===== config.mk =====
export PLATFORM = sky130hd
export DESIGN_NAME = kpn_channel_arbiter_flat
export DESIGN_NICKNAME = d
export VERILOG_FILES = /design/src/rtl/kpn_channel_arbiter_if.sv /design/src/rtl/kpn_channel_arbiter.sv /design/src/flat_wrapper.sv
export SDC_FILE = /design/constraint.sdc
export NUM_CORES = 1
export LEC_CHECK = 0
export CAP_MARGIN = 20
export CORE_ASPECT_RATIO = 1.4
export CORE_UTILIZATION = 40
export DETAILED_ROUTE_END_ITERATION = 8
export PLACE_DENSITY_LB_ADDON = 0.08
export RECOVER_POWER = 50
export SLEW_MARGIN = 20
export SYNTH_ARGS = -nofsm -noshare
export SYNTH_HDL_FRONTEND = slang
export SYNTH_SLANG_ARGS = --single-unit
export TNS_END_PERCENT = 30

===== constraint.sdc =====
create_clock -name clk -period 3.9 [get_ports clk]
set_input_delay 0.78 -clock clk [delete_from_list [all_inputs] [get_ports clk]]
set_output_delay 0.78 -clock clk [all_outputs]
set_load 0.01 [all_outputs]

===== src/rtl/kpn_channel_arbiter_if.sv =====
`default_nettype none
// ============================================================================
//  Module   : kpn_channel_arbiter_if
//  Purpose  : Bundles the producer, consumer and channel-FIFO signals of the
//             KPN channel arbiter.
//  Ports    : req_0/req_1, data_0/data_1  producer requests and tokens
//             gnt_0/gnt_1                 per-producer accept strobes
//             fifo_wr, fifo_data          write side of the channel FIFO
//             rd_req, fifo_rd             consumer request / read strobe
//             count, full, empty          FIFO occupancy status
//  Modports : master = arbiter side, slave = producers/consumer/FIFO side
//  Revision : 1.0  initial release
// ============================================================================
interface kpn_channel_arbiter_if #(
  parameter int BITS_NUMBER   = 16,
  parameter int FIFO_ELEMENTS = 5
);
  logic                     req_0;
  logic                     req_1;
  logic [BITS_NUMBER-1:0]   data_0;
  logic [BITS_NUMBER-1:0]   data_1;
  logic                     gnt_0;
  logic                     gnt_1;
  logic                     fifo_wr;
  logic [BITS_NUMBER-1:0]   fifo_data;
  logic                     rd_req;
  logic                     fifo_rd;
  logic [FIFO_ELEMENTS:0]   count;
  logic                     full;
  logic                     empty;

  modport master (
    input  req_0, req_1, data_0, data_1, rd_req,
    output gnt_0, gnt_1, fifo_wr, fifo_data, fifo_rd, count, full, empty
  );

  modport slave (
    output req_0, req_1, data_0, data_1, rd_req,
    input  gnt_0, gnt_1, fifo_wr, fifo_data, fifo_rd, count, full, empty
  );
endinterface
`default_nettype wire


===== src/rtl/kpn_channel_arbiter.sv =====
`default_nettype none
// ============================================================================
//  Module   : kpn_channel_arbiter
//  Purpose  : Two-producer write arbiter for a KPN channel FIFO. Ownership is
//             granted per producer for bursts of up to MAX_BURST tokens,
//             alternating fairly when both producers request. Also tracks the
//             FIFO occupancy and gates the consumer read strobe.
//  Ports    : clk    single clock, rising edge
//             reset  synchronous, active-high
//             bus    kpn_channel_arbiter_if.master (producer/consumer/FIFO)
//  Revision : 1.0  initial release
// ============================================================================
module kpn_channel_arbiter #(
  parameter int BITS_NUMBER   = 16,
  parameter int FIFO_ELEMENTS = 5,
  parameter int MAX_BURST     = 4
) (
  input  logic                   clk,
  input  logic                   reset,
  kpn_channel_arbiter_if.master  bus
);

  localparam int CW = FIFO_ELEMENTS + 1;
  localparam int BW = $clog2(MAX_BURST + 1);
  localparam logic [CW-1:0] C_CAP       = CW'(1 << FIFO_ELEMENTS);
  localparam logic [BW-1:0] C_MAX_BURST = BW'(MAX_BURST);

  typedef enum logic [1:0] {
    S_IDLE = 2'd0,
    S_OWN0 = 2'd1,
    S_OWN1 = 2'd2
  } state_t;

  state_t                 r_state;
  state_t                 w_state_nxt;
  logic                   r_last;       // last owner: 0 or 1
  logic                   w_last_nxt;
  logic [BW-1:0]          r_burst;
  logic [BW-1:0]          w_burst_nxt;
  logic [BW-1:0]          w_burst_inc;
  logic [CW-1:0]          r_count;

  logic                   w_room;
  logic                   w_gnt0;
  logic                   w_gnt1;
  logic                   w_leave;
  logic                   w_wr;
  logic                   w_rd;
  logic [BITS_NUMBER-1:0] w_data;

  assign w_room      = (r_count != C_CAP);
  assign w_burst_inc = r_burst + 1'b1;

  // --------------------------------------------------------------------------
  // Next-state and grant logic
  // --------------------------------------------------------------------------
  always_comb begin
    w_state_nxt = r_state;
    w_last_nxt  = r_last;
    w_burst_nxt = r_burst;
    w_gnt0      = 1'b0;
    w_gnt1      = 1'b0;
    w_leave     = 1'b0;
    w_data      = bus.data_0;

    case (r_state)
      S_IDLE: begin
        // On a tie the producer that did not own last time wins.
        if (bus.req_0 && (!bus.req_1 || r_last)) begin
          w_state_nxt = S_OWN0;
          w_last_nxt  = 1'b0;
          w_burst_nxt = '0;
        end else if (bus.req_1) begin
          w_state_nxt = S_OWN1;
          w_last_nxt  = 1'b1;
          w_burst_nxt = '0;
        end
      end

      S_OWN0: begin
        w_gnt0  = bus.req_0 & w_room;
        // A full FIFO stalls the owner without consuming burst budget.
        w_leave = !bus.req_0 || (w_gnt0 && (w_burst_inc == C_MAX_BURST));
        if (w_gnt0) begin
          w_burst_nxt = w_burst_inc;
        end
        if (w_leave) begin
          if (bus.req_1) begin
            w_state_nxt = S_OWN1;
            w_last_nxt  = 1'b1;
            w_burst_nxt = '0;
          end else begin
            w_state_nxt = S_IDLE;
          end
        end
      end

      S_OWN1: begin
        w_data  = bus.data_1;
        w_gnt1  = bus.req_1 & w_room;
        w_leave = !bus.req_1 || (w_gnt1 && (w_burst_inc == C_MAX_BURST));
        if (w_gnt1) begin
          w_burst_nxt = w_burst_inc;
        end
        if (w_leave) begin
          if (bus.req_0) begin
            w_state_nxt = S_OWN0;
            w_last_nxt  = 1'b0;
            w_burst_nxt = '0;
          end else begin
            w_state_nxt = S_IDLE;
          end
        end
      end

      default: begin
        w_state_nxt = S_IDLE;
      end
    endcase

    // While reset is asserted the state register may still hold an owner;
    // suppress everything it would otherwise drive.
    if (reset) begin
      w_gnt0 = 1'b0;
      w_gnt1 = 1'b0;
      w_data = bus.data_0;
    end
  end

  assign w_wr = w_gnt0 | w_gnt1;
  assign w_rd = bus.rd_req & (r_count != '0) & ~reset;

  // --------------------------------------------------------------------------
  // State, ownership history, burst counter and occupancy registers
  // --------------------------------------------------------------------------
  always_ff @(posedge clk) begin
    if (reset) begin
      r_state <= S_IDLE;
      r_last  <= 1'b1;
      r_burst <= '0;
      r_count <= '0;
    end else begin
      r_state <= w_state_nxt;
      r_last  <= w_last_nxt;
      r_burst <= w_burst_nxt;
      case ({w_wr, w_rd})
        2'b10:   r_count <= r_count + 1'b1;
        2'b01:   r_count <= r_count - 1'b1;
        default: r_count <= r_count;
      endcase
    end
  end

  assign bus.gnt_0     = w_gnt0;
  assign bus.gnt_1     = w_gnt1;
  assign bus.fifo_wr   = w_wr;
  assign bus.fifo_data = w_data;
  assign bus.fifo_rd   = w_rd;
  assign bus.count     = r_count;
  // Forced to the empty view during reset so the status never shows stale
  // occupancy from an abandoned session.
  assign bus.empty     = (r_count == '0) | reset;
  assign bus.full      = (r_count == C_CAP) & ~reset;

endmodule
`default_nettype wire


===== src/flat_wrapper.sv =====
// flat-port wrapper written by rule: the top's interface ports become plain ports
module kpn_channel_arbiter_flat 
#(
  parameter int BITS_NUMBER   = 16,
  parameter int FIFO_ELEMENTS = 5,
  parameter int MAX_BURST     = 4
)
  (clk, reset, bus_req_0, bus_req_1, bus_data_0, bus_data_1, bus_rd_req, bus_gnt_0, bus_gnt_1, bus_fifo_wr, bus_fifo_data, bus_fifo_rd, bus_count, bus_full, bus_empty);
  kpn_channel_arbiter_if #(.BITS_NUMBER(BITS_NUMBER), .FIFO_ELEMENTS(FIFO_ELEMENTS)) bus_i ();
  input  logic clk;
  input  logic reset;
  input wire logic [$bits(bus_i.req_0)-1:0] bus_req_0;
  input wire logic [$bits(bus_i.req_1)-1:0] bus_req_1;
  input wire logic [$bits(bus_i.data_0)-1:0] bus_data_0;
  input wire logic [$bits(bus_i.data_1)-1:0] bus_data_1;
  input wire logic [$bits(bus_i.rd_req)-1:0] bus_rd_req;
  output wire logic [$bits(bus_i.gnt_0)-1:0] bus_gnt_0;
  output wire logic [$bits(bus_i.gnt_1)-1:0] bus_gnt_1;
  output wire logic [$bits(bus_i.fifo_wr)-1:0] bus_fifo_wr;
  output wire logic [$bits(bus_i.fifo_data)-1:0] bus_fifo_data;
  output wire logic [$bits(bus_i.fifo_rd)-1:0] bus_fifo_rd;
  output wire logic [$bits(bus_i.count)-1:0] bus_count;
  output wire logic [$bits(bus_i.full)-1:0] bus_full;
  output wire logic [$bits(bus_i.empty)-1:0] bus_empty;
  assign bus_i.req_0 = bus_req_0;
  assign bus_i.req_1 = bus_req_1;
  assign bus_i.data_0 = bus_data_0;
  assign bus_i.data_1 = bus_data_1;
  assign bus_i.rd_req = bus_rd_req;
  assign bus_gnt_0 = bus_i.gnt_0;
  assign bus_gnt_1 = bus_i.gnt_1;
  assign bus_fifo_wr = bus_i.fifo_wr;
  assign bus_fifo_data = bus_i.fifo_data;
  assign bus_fifo_rd = bus_i.fifo_rd;
  assign bus_count = bus_i.count;
  assign bus_full = bus_i.full;
  assign bus_empty = bus_i.empty;
  kpn_channel_arbiter #(.BITS_NUMBER(BITS_NUMBER), .FIFO_ELEMENTS(FIFO_ELEMENTS), .MAX_BURST(MAX_BURST)) u_core (.clk(clk), .reset(reset), .bus(bus_i));
endmodule

==> summary.md, run 1 <==
| Metric | Value |
|---|---|
| Die H | `approximately 70 um` |
| Post-synthesis instance total | `about 150` |
| Worst EP required | `approximately 3.1 ns` |
| Sequential fraction of the synthesis area | `0.189` |
| Crit path launch type | `input port` |
| Number of standard-cell rows in the floorplan | `23` |
| Total count of hold-check failures in the final report | `0` |
| CTS H-tree depth | `1` |
| Period utilisation layout | `0.851` |
| Pin count of the biggest net entering global routing | `17` |
| Starting density of the core | `0.433` |
| Minimum clock period after layout | `roughly 3.3 ns` |
| Tightest hold margin | `0.519 ns` |
| Count of cells resized by post-cts repair | `0` |
| Placer congestion estimate | `0.927` |
| Count of hold buffers inserted by post-cts repair | `0` |
| Total iterations of the first detailed-routing run | `4` |
| Type of element capturing the critical path | `output port` |
| Quantity of I/O buffers inserted on ports | `64` |
| DRC violation count after routing | `0` |
| Area of the die | `0.00341 mm^2` |
| Number of pins exceeding their max-slew limit in the final report | `0` |
| Final clock skew | `approximately 0.0013 ns` |
| Filler instances | `~270` |
| Remaining number of nets flagged by the antenna check after routing | `0` |
| Total clock sinks | `12` |
| Share of flip-flops with an asynchronous set or reset after synthesis | `0` |
| Chip Width | `about 50 um` |
| Cell with the largest stage delay on the worst path | `dlygate4sd3_1` |
| Total CTS buffers | `3` |
| #FFs+latches synth | `12` |
| Source-to-sink clock delay at the later pin of the worst-skew pair | `between 0.2 and 0.3 ns` |
| Register area | `approximately 240 um^2` |
| Core Box Area | `between 0.002 and 0.003 mm^2` |
| Number of synthesized flops with an enable pin | `0` |
| Clock Root Buffer | `clkbuf_8` |
| Slew of the pin with the lowest slew margin | `~0.44 ns` |
| Half-perimeter wire length after detailed placement | `slightly above 3000 um` |
| Leak | `~0.8 nW` |
| Maximum fanout along the worst path | `10` |
| Aggregate global routing overflow | `0` |
| Largest stage delay on the critical path | `0.56 ns` |
| Via count normalized by instance count | `roughly 5.5` |
| Drt wl/cell | `between 15 and 20 um` |
| Total power | `0.000499 W` |
| Series of cell instances along the critical path | `dlygate4sd3_1, nor2b_1, buf_4, mux2_2, clkdlybuf4s50_1` |
| Area used by multi-input combinational logic | `approximately 930 um^2` |
| Kind of critical path | `input port to output port` |
| Final core area utilization | `0.673` |
| Post-Place Cell Area | `about 0.0019 mm^2` |
| Number of distinct library cells after synthesis | `50` |
| Number of nets in the layout | `261` |
| Unrepaired setup endpoints after global routing | `false` |
| Total Routing Usage GR | `0.223` |
| Longest Clk Path Bufs | `2` |
| Number of global-route vias before repair | `1280` |
| Power per cell area | `253 mW/mm^2` |
| Primary flip-flop cell chosen by synthesis mapping | `dfxtp_1` |
| Count of antenna diodes in the layout | `0` |
| Max Clock Freq | `between 0.3 and 0.4 GHz` |
| Hold Crit Class | `register to register` |
| Maximum VDD drop | `0.219 mV` |
| Global-route wire length before repair | `slightly below 6000 um` |
| CP arrival | `2.54 ns` |
| Clock transition time at the flip-flop clock pins of the worst setup and hold paths | `~0.050 ns` |
| Tightest slew margin relative to the limit | `0.709` |
| Proportion of layout cells with a drive suffix above 1 | `0.152` |
| Post-CTS Setup Repair Bufs | `0` |
| Setup TNS | `0 ns` |
| Area growth from synthesis to layout | `55.5%` |
| Aggregate routed wire length | `~3700 um` |
| Result of the run | `finished clean` |
| Post-Syn Area per Cell | `around 8.6 um^2` |
| Design Area, Final | `0.00197 mm^2` |
| Top Ports | `65` |
| CTS tree | `built` |
| Initial antenna violation count | `0` |
| DR vias | `between 1000 and 1500` |
| Net Count, Synth | `about 200` |
| Violation count after the first detailed-routing iteration | `23` |
| Total standard cell area after synthesis | `between 0.001 and 0.0015 mm^2` |
| Final count of negative-setup-slack endpoints | `0` |
| Number of maximum-capacitance violations | `0` |
| Number of warning messages in the yosys log | `0` |
synth_stat cells, drive strengths merged, types with 2 or more instances:
cell | instances | area share
xnor2 | 2 | 0.014
dfxtp | 12 | 0.19
ha | 11 | 0.11
buf | 5 | 0.037
a22o | 2 | 0.014
mux2 | 18 | 0.16
o31ai | 2 | 0.012
clkbuf | 3 | 0.0099
and2 | 3 | 0.017
nand3b | 2 | 0.012
xor2 | 4 | 0.028
nor3 | 3 | 0.012
inv | 11 | 0.033
nor2 | 13 | 0.038
nor2b | 4 | 0.020
a21o | 3 | 0.019
o21ai | 6 | 0.024
a21oi | 12 | 0.047
a31oi | 2 | 0.0099
nor4b | 3 | 0.033
nand2 | 5 | 0.017
layer usage:
layer	up-vias	part of all wire	track usage
met4	0	0.015	0.0857
li1	664	-	-
met1	618	0.39	0.234
met3	5	0.090	0.0439
met5	-	0	0
met2	73	0.51	0.436
stage by stage:
| stage | setup WS, ns | cells |
|---|---|---|
| after detailed placement | 0.467 | 244 |
| after CTS | 0.658 | 248 |
| final | 0.582 | 248 |
| after floorplan | 1.03 | 148 |
| after global routing | 0.463 | 248 |
| after global placement | 0.545 | 244 |
cell type report:
type                            instances  share of cell area
Timing Repair Buffer                   67               0.336
Multi-Input combinational cell        117               0.470
Inverter                               11              0.0209
Tap cell                               37              0.0234
Clock buffer                            4              0.0279
Sequential cell                        12               0.122
report_power, final:
part | switching (W) | internal, W
Clock | 0.0000505 | 0.0000894
Sequential | 0.0000115 | 0.000132
Combinational | 0.0000907 | 0.000125
Total | 0.000153 | 0.000346
state kept, by name (all words and copies together), names as in the netlist:
signal,cells
u_core.bus.count,6
u_core.r_state,2
u_core.r_last,1
u_core.r_burst,3
layout by cell type, fill, tap and decap left out, types with 3 or more instances in the layout:
cell	count
clkdlybuf4s50_1	53
mux2_2	18
nor2_1	13
a21oi_1	12
dfxtp_1	12
inv_1	11
ha_1	11
dlygate4sd3_1	11
o21ai_0	6
nor2b_1	4
nand2_1	4
xor2_1	4
clkbuf_8	4
nor3_1	3
buf_4	3
final timing paths:
path                            slack (ns)                               end  depth (start not counted)                           start
worst min-delay path                  0.52    u_core.r_state[1]$_SDFFE_PP0P_                          2  u_core.r_state[1]$_SDFFE_PP0P_
worst min register to register        0.52    u_core.r_state[1]$_SDFFE_PP0P_                          2  u_core.r_state[1]$_SDFFE_PP0P_
worst max-delay path                  0.58                  bus_fifo_data[5]                          5                           reset
worst max register to register        0.86  u_core.bus.count[5]$_SDFFE_PP0P_                         13  u_core.r_state[0]$_SDFFE_PP0P_
cells by family after synthesis:
group / synth area share
fa+ha+maj: 0.124
mux: 0.167
compound gates: 0.178
flops: 0.189
buf+inv: 0.0798
simple gates: 0.220
xor+xnor: 0.0414
critical path: cells and delay by family:
kind                   cells  cell delay, ns
AND/OR/NAND/NOR            1            0.15
multiplexers               1            0.35
buffers and inverters      3            1.26
Note: power is estimated with default switching activity, not from simulation.
==> inputs of run 2 (changes only) <==
Settings changed: CTS_CLUSTER_SIZE from default to 10.
==> results of run 2 <==
Same layout as run 1: the final DEF is identical, and so are final timing and power.
